### config.mk
export PLATFORM = sky130hd
export DESIGN_NAME = ps2_key_decoder
export DESIGN_NICKNAME = d
export VERILOG_FILES = /design/src/rtl/ps2_key_decoder.sv
export SDC_FILE = /design/constraint.sdc
export NUM_CORES = 1
export LEC_CHECK = 0
export BUFFER_PORTS_ARGS = -buffer_cell sky130_fd_sc_hd__buf_2
export CORE_AREA = 2 2 94 96
export DETAILED_ROUTE_END_ITERATION = 8
export DIE_AREA = 0 0 96 98
export GPL_TIMING_DRIVEN = 0
export PLACE_DENSITY = 0.56
export SYNTH_ARGS = -nofsm -noshare
export SYNTH_HDL_FRONTEND = slang
export SYNTH_SLANG_ARGS = --single-unit
### constraint.sdc
create_clock -name CLOCK_50 -period 7.1 [get_ports CLOCK_50]
set_input_delay 0.355 -clock CLOCK_50 [delete_from_list [all_inputs] [get_ports CLOCK_50]]
set_output_delay 0.355 -clock CLOCK_50 [all_outputs]
set_load 0.005 [all_outputs]
### src/rtl/ps2_key_decoder.sv
// ps2_key_decoder: PS/2 set-2 scan-code parser with per-key held/press/release/auto-repeat; `define PS2_TYPEMATIC_FILTER_EN to ignore makes of held keys
module ps2_key_decoder #(
  parameter int NUM_KEYS = 9,
  parameter logic [NUM_KEYS*9-1:0] KEY_CODES = {9'h01D, 9'h01B, 9'h023, 9'h01C, 9'h026, 9'h01E, 9'h016, 9'h066, 9'h05A},
  parameter logic [NUM_KEYS-1:0] REPEAT_MASK = 9'b0_1110_0000,
  parameter int DELAY_CYCLES = 12_500_000,
  parameter int RATE_CYCLES = 2_500_000
) (
  input  logic                CLOCK_50,
  input  logic                reset,
  input  logic [7:0]          received_data,
  input  logic                received_data_en,
  output logic [NUM_KEYS-1:0] key_held,
  output logic [NUM_KEYS-1:0] key_press,
  output logic [NUM_KEYS-1:0] key_release,
  output logic [NUM_KEYS-1:0] key_repeat,
  output logic [7:0]          last_code
);
  localparam int CNT_W = $clog2((DELAY_CYCLES > RATE_CYCLES ? DELAY_CYCLES : RATE_CYCLES) + 1);
  localparam int TW = NUM_KEYS > 1 ? $clog2(NUM_KEYS) : 1;
  typedef enum logic [1:0] {IDLE, EXT, BRK, EXT_BRK} state_t;
  state_t state, state_nxt;
  logic is_e0, is_f0, pfx, make_ev, brk_ev, ext;
  logic [NUM_KEYS-1:0] match, press_ev, rel_ev, rep_hit, rep_nxt;
  logic [TW-1:0] target, sel;
  logic [CNT_W-1:0] cnt;
  logic active, tgt_rel, fire;
  assign is_e0 = received_data == 8'hE0;
  assign is_f0 = received_data == 8'hF0;
  assign pfx = is_e0 | is_f0;
  always_comb begin
    state_nxt = state;
    make_ev = 1'b0;
    brk_ev = 1'b0;
    ext = 1'b0;
    if (received_data_en)
      case (state)
        IDLE: begin
          state_nxt = is_e0 ? EXT : is_f0 ? BRK : IDLE;
          make_ev = !pfx;
        end
        EXT: begin
          state_nxt = is_f0 ? EXT_BRK : is_e0 ? EXT : IDLE;
          make_ev = !pfx;
          ext = 1'b1;
        end
        BRK: begin
          state_nxt = pfx ? BRK : IDLE;
          brk_ev = !pfx;
        end
        EXT_BRK: begin
          state_nxt = pfx ? EXT_BRK : IDLE;
          brk_ev = !pfx;
          ext = 1'b1;
        end
      endcase
  end
  always_comb begin
    match = '0;
    for (int i = 0; i < NUM_KEYS; i++) match[i] = KEY_CODES[9*i +: 9] == {ext, received_data};
  end
`ifdef PS2_TYPEMATIC_FILTER_EN
  assign press_ev = make_ev ? match & ~key_held : '0;
`else
  assign press_ev = make_ev ? match : '0;
`endif
  assign rel_ev = brk_ev ? match & key_held : '0;
  assign rep_hit = press_ev & REPEAT_MASK;
  always_comb begin
    sel = '0;
    for (int i = NUM_KEYS - 1; i >= 0; i--) if (rep_hit[i]) sel = TW'(i);
  end
  // a release or a fresh press on the same edge wins over a due repeat
  assign tgt_rel = active & rel_ev[target];
  assign fire = active & (cnt == CNT_W'(1)) & ~tgt_rel & ~|rep_hit;
  assign rep_nxt = fire ? NUM_KEYS'(1) << target : '0;
  always_ff @(posedge CLOCK_50) begin
    if (reset) begin
      state <= IDLE;
      key_held <= '0;
      key_press <= '0;
      key_release <= '0;
      key_repeat <= '0;
      last_code <= '0;
      active <= 1'b0;
      target <= '0;
      cnt <= '0;
    end else begin
      state <= state_nxt;
      key_held <= (key_held | (make_ev ? match : '0)) & ~rel_ev;
      key_press <= press_ev;
      key_release <= rel_ev;
      key_repeat <= rep_nxt;
      if (received_data_en && !pfx) last_code <= received_data;
      if (|rep_hit) begin
        active <= 1'b1;
        target <= sel;
        cnt <= CNT_W'(DELAY_CYCLES);
      end else if (tgt_rel) active <= 1'b0;
      else if (active) cnt <= cnt == CNT_W'(1) ? CNT_W'(RATE_CYCLES) : cnt - CNT_W'(1);
    end
  end
endmodule
==> results of run 1 <==
==> critical path, cell delays in order, from the launching register on <==
cell	delay, ns
dfxtp_1	0.37
or4_1	0.59
or3_1	0.44
nor3_1	0.37
clkbuf_1	0.38
clkbuf_1	0.45
nor2_1	0.11
o21ai_1	0.13
a21oi_1	0.07
==> worst paths after layout <==
path	end	slack (ns)	cells past startpoint
min	last_code[7]	0.30	3
min reg2reg	key_release[8]	0.45	2
max reg2reg	cnt[14]	4.06	8
max	cnt[14]	4.06	8
==> per-layer routing <==
layer | track usage [%] | vias up | share of wire [%]
met5 | 0 | - | 0
met4 | 7.47 | 0 | 1.5
met3 | 4.09 | 14 | 5.3
met2 | 30.4 | 89 | 46
met1 | 27.4 | 1508 | 47
li1 | - | 1578 | -
==> Yosys cell counts (all sizes together), types with 6 or more instances <==
cell type  count
dfxtp         73
nor2          40
a21oi         37
nand2         36
nor3          25
o21ai         21
clkbuf        15
inv           13
a31oi         12
or3           12
or4           12
nand3         10
buf            7
nand4          7
a211oi         6
nand4b         6
==> power breakdown <==
group | switching, mW | internal, mW
Clock | 0.166 | 0.198
Sequential | 0.0356 | 0.447
Combinational | 0.230 | 0.148
==> logic make-up after synthesis <==
logic type      share of synthesized area, %
buf+inv                                 4.92
flops                                   44.9
compound gates                          18.1
fa+ha+maj                              0.769
mux                                    0.308
other cells                            0.115
simple gates                            30.8
==> layout make-up <==
cell class              count  area [um^2]
multi-input cells         285         1630
flip-flops and latches     73         1460
clock buffers               9          124
clock inverters             6         92.6
inverters                  13         48.8
repair buffers             53          265
plain buffers              22          111
well taps                 108          135
fillers                   838         4600
==> through the flow <==
| step | area, um^2 | instances | total power, mW | utilization [%] |
|---|---|---|---|---|
| after detailed placement | 3650 | 554 | 0.866 | 43.2 |
| after floorplan | 3250 | 393 | 0.774 | - |
| after global routing | 3870 | 569 | 1.30 | 45.7 |
| final | 3870 | 569 | 1.22 | 45.7 |
| after global placement | 3650 | 554 | 0.862 | 43.2 |
| after CTS | 3870 | 569 | 1.23 | 45.7 |
==> registers in the layout, indices dropped and copies added (netlist names), 2 cells and up <==
register and count:
key_held 9, last_code 8, key_press 9, state 2
target 3, key_release 9, cnt 24, key_repeat 8
==> placed cells by master, fill, tap and decap left out, types with 7 or more instances in the layout <==
cell type | netlist | final
buf_2 | 2 | 55
nand3_1 | 10 | 10
dfxtp_1 | 73 | 73
nand4_1 | 7 | 7
o21ai_1 | 13 | 13
inv_1 | 13 | 13
clkbuf_8 | 0 | 9
nor3_1 | 25 | 25
nand2_1 | 36 | 36
or4_1 | 11 | 11
or3_1 | 12 | 12
nor2_1 | 40 | 40
a21oi_1 | 37 | 37
a31oi_1 | 12 | 12
o21ai_0 | 8 | 8
clkbuf_1 | 15 | 15
==> flow_summary_export.csv, run 1 <==
group,metric,value,unit
outcome,outcome,"completed",
yosys,ys_top_cells_by_area,"dfxtp_1 (45%), a21oi_1 (5.7%), nor2_1 (4.6%)",
yosys,synth_edf_count,0,
grt,grt_pass1_vias,2904,
yosys,netlist_area,3250,um^2
yosys,yosys_warnings,0,
cts,holdBufCountCts,0,
setup_path,end_kind,"flop",
yosys,ys.flop_type,"dfxtp_1",
setup_path,crit_start,"cnt[15]",
cts,htreeDepth,3,
yosys,seq_area_frac_synth,44.9,%
route,routedWlPerCell,16.0,um
route,routed_wl,9090,um
cts,cts_tree,"built",
die,start_util,38.4,%
setup_path,cp_max_fo,10,
route,final_antenna_net_count,0,
timing,drv_slew,0,
power_and_ir_drop,ir_drop,0.201,mV
grt,antenna_found_initial,0,
timing,slew_headroom,37.9,%
cts,cts_num_sinks,73,
die,coreArea,8470,um^2
layout,n_antenna_cell,0,
place,gp_congestion,0.828,
yosys,synthArstFlopShare,0,%
min_path,hp-class,"input port to flop",
grt,overflow,0,
min_path,hold_path_startpoint,"received_data[7]",
die,rows,34,
timing,hold_slack,0.303,ns
yosys,ys_types,50,
die,ioPinCount,55,
layout,syn_to_final_growth,19.0,%
yosys,netlist_instances,393,
die,die_h,98,um
die,die_w,96,um
route,vias_per_cell,5.60,
setup_path,start_kind,"flop",
setup_path,crit_arrival,3.26,ns
power_and_ir_drop,leakage,1.52,nW
timing,setup_viol_count_final,0,
place,io_buffers,53,
setup_path,worstPathRequired,7.32,ns
cts,cts_buffers,9,
yosys,synthDominantCellAreaShare,44.9,%
place,dpl_worst_slack,4.06,ns
timing,fin_ws,4.06,ns
place,hpwl,6550,um
grt,grt_pass1_wl,14500,um
timing,hold_violations,0,
timing,worstMarginPinSlew,0.928,ns
setup_path,rr_startpoint,"cnt[15]",
yosys,syn_nets,406,
timing,fmax,0.329,GHz
yosys,synth-seq-cells,73,
layout,nets,470,
timing,min_period_over_period,42.8,%
cts,clkTransAtPathRegs,0.08,ns
cts,cts.repair.resized,0,
cts,cts_max_path_buffers,2,
timing,finalSetupTns,0,ns
cts,clk-insertion-delay-late,0.35,ns
job,drv_cap,0,
grt,grt_max_degree,14,
route,drt-initial-drc-count,181,
route,drt_first_pass_iters,4,
cts,post-cts-setup-buffers,0,
yosys,synth_area_leader_cell,"dfxtp_1",
route,drc_errors,0,
route,route.vias.total,3189,
grt,track_usage,19.9,%
timing,rsz0062_at_grt,"no",
setup_path,path_class,"flop to flop",
die,dieArea,9410,um^2
cts,clockRootBuffer,"clkbuf_8",
yosys,synth.avg_cell_area,8.28,um^2
timing,fin_skew,0.0127,ns
power_and_ir_drop,p_per_area,316,nW/um^2
layout,drive_above_1_share,18.2,%
timing,min_period,3.04,ns
(Power assumes the default switching activity.)
==> inputs of run 2 (changes only) <==
--- a/config.mk
+++ b/config.mk
@@ -10,7 +10,7 @@
 export DETAILED_ROUTE_END_ITERATION = 8
 export DIE_AREA = 0 0 96 98
 export GPL_TIMING_DRIVEN = 0
-export PLACE_DENSITY = 0.56
+export PLACE_DENSITY = 0.58
 export SYNTH_ARGS = -nofsm -noshare
 export SYNTH_HDL_FRONTEND = slang
 export SYNTH_SLANG_ARGS = --single-unit
==> constraint.sdc (replaced) <==
create_clock -name CLOCK_50 -period 2.76 [get_ports CLOCK_50]
set_input_delay 0.138 -clock CLOCK_50 [delete_from_list [all_inputs] [get_ports CLOCK_50]]
set_output_delay 0.138 -clock CLOCK_50 [all_outputs]
set_load 0.005 [all_outputs]
==> run 2 against run 1 <==
Effect of this change:
- setup slack worse by 3.9 ns
- maximum frequency up 17%
- critical path depth is 3 lower
- global-route usage increased by 0.41 points
- hold slack worse by 0.23 ns
- via count grew 0.28%
- sequential power rose to 2.6 times the previous value
- register-to-register slack lost 3.9 ns
- sequential share of layout area is 0.57 points lower
- routed wire length is essentially flat
- die area unchanged
- power rose to 2.7 times the previous value
- largest cell class unchanged
- highest routed layer unchanged
==> flow_summary_export.csv, run 2 (synthesis results as in run 1) <==
group,metric,value,unit
cts,clockRootBuffer,"clkbuf_8",
cts,cts_tree,"built",
grt,track_usage,20.3,%
layout,syn_to_final_growth,20.8,%
power_and_ir_drop,power,3.27,mW
route,drt_first_pass_iters,4,
power_and_ir_drop,ir_drop,0.404,mV
place,gp_congestion,0.836,
route,routedWlPerCell,16.0,um
cts,post-cts-setup-buffers,0,
timing,fmax,0.386,GHz
timing,finalSetupTns,0,ns
cts,cts_buffers,9,
layout,n_antenna_cell,0,
outcome,outcome,"completed",
place,post_dp_cell_area,3650,um^2
setup_path,path_class,"flop to flop",
layout,nets,470,
layout,largest-register,"cnt",
layout,utilization,46.4,%
power_and_ir_drop,p_per_area,831,nW/um^2
grt,antenna_found_initial,0,
route,routed_wl,9090,um
setup_path,cp_max_fo,6,
grt,grt_max_degree,13,
grt,overflow,0,
layout,final_area,3930,um^2
place,place_inst,554,
layout,fillers,850,
job,drv_cap,0,
route,drc_errors,0,
timing,fin_skew,0.0111,ns
route,vias_per_cell,5.62,
die,dieArea,9410,um^2
setup_path,end_kind,"flop",
layout,final_cells,569,
route,final_antenna_net_count,0,
grt,grt_pass1_vias,3049,
die,die_w,96,um
timing,worstMarginPinSlew,0.890,ns
route,route.vias.total,3198,
route,drt-initial-drc-count,172,
cts,clkTransAtPathRegs,0.08,ns
place,io_buffers,53,
cts,htreeDepth,3,
place,hpwl,6520,um
layout,multiInputGateArea,1660,um^2
setup_path,worstPathRequired,3.04,ns
timing,hold_violations,0,
timing,min_period,2.59,ns
cts,clk-insertion-delay-late,0.36,ns
timing,slew_headroom,39.8,%
timing,min_period_over_period,93.8,%
min_path,hp-class,"input port to flop",
die,start_util,38.4,%
die,ioPinCount,55,
setup_path,crit_arrival,2.87,ns
timing,drv_slew,0,
die,rows,34,
die,coreArea,8470,um^2
die,die_h,98,um
timing,setup_viol_count_final,0,
layout,most-common-layout-cells,"dfxtp_1 (73), buf_2 (57), nor2_1 (40), a21oi_1 (37), nand2_1 (36)",
layout,largest_register_ffs,24,
cts,cts_num_sinks,73,
power_and_ir_drop,leakage,1.55,nW
grt,grt_pass1_wl,15100,um
layout,final_common_cell,"dfxtp_1",
cts,cts_max_path_buffers,2,
layout,drive_above_1_share,20.0,%
layout,regArea,1460,um^2
setup_path,start_kind,"flop",
-- run 2: cell count changes in the layout (fill, tap and decap cells not counted), sizes merged --
| cell | before | now |
|---|---|---|
| buf | 60 | 62 |
| clkinvlp | 2 | 0 |
| clkinv | 1 | 2 |
| inv | 14 | 13 |
| bufinv | 2 | 3 |
| clkbuf | 24 | 23 |
-- run 2: critical path, cell delays in order, from the launching register on --
cell and delay, ns:
dfxtp_1 0.37, or4_1 0.59, or3_1 0.45, or3_1 0.45, or4_1 0.50, nor3_1 0.16
-- run 2: report_power, final --
group / switching, mW / internal (mW) / total [mW] / leakage, nW
clock: 0.406 / 0.620 / 1.03 / 0.122
combinational: 0.610 / 0.387 / 0.997 / 0.837
sequential: 0.0928 / 1.15 / 1.24 / 0.592
-- run 2: metal layers --
layer	vias to the layer above	part of all wire (%)	track usage, %
li1	1577	-	-
met1	1522	48	28.5
met2	83	45	30.1
met3	16	4.9	3.32
met4	0	2.2	9.67
met5	-	0	0
-- run 2: final cells by class --
type                            count  share of cell area [%]
Clock inverter                      5                    2.64
Inverter                           13                    1.24
Multi-Input combinational cell    285                    42.2
Sequential cell                    73                    37.2
Timing Repair Buffer               53                    6.75
Buffer                             22                    2.99
Tap cell                          108                    3.44
Clock buffer                       10                    3.50
-- run 2: metrics by stage --
stage                     hold slack, ns  setup WS (ns)
after CTS                         0.0669         0.0413
after detailed placement           0.442         -0.224
after global routing               0.103        -0.0257
final                             0.0777          0.170
after floorplan                    0.274          0.313
after global placement             0.437         -0.239
-- run 2: worst paths after layout --
path,start,endpoint,slack (ns),cells past startpoint
min,received_data[7],last_code[7],0.08,3
max,cnt[15],key_repeat[4],0.17,5
max reg2reg,cnt[15],key_repeat[4],0.17,5
min reg2reg,key_held[8],key_release[8],0.45,2
-- run 2: what timing repair did --
action / in CTS / in global routing
endpoints found under the setup margin: 10 / 32
resized for setup: 2 / 12
hold buffers: 0 / 0
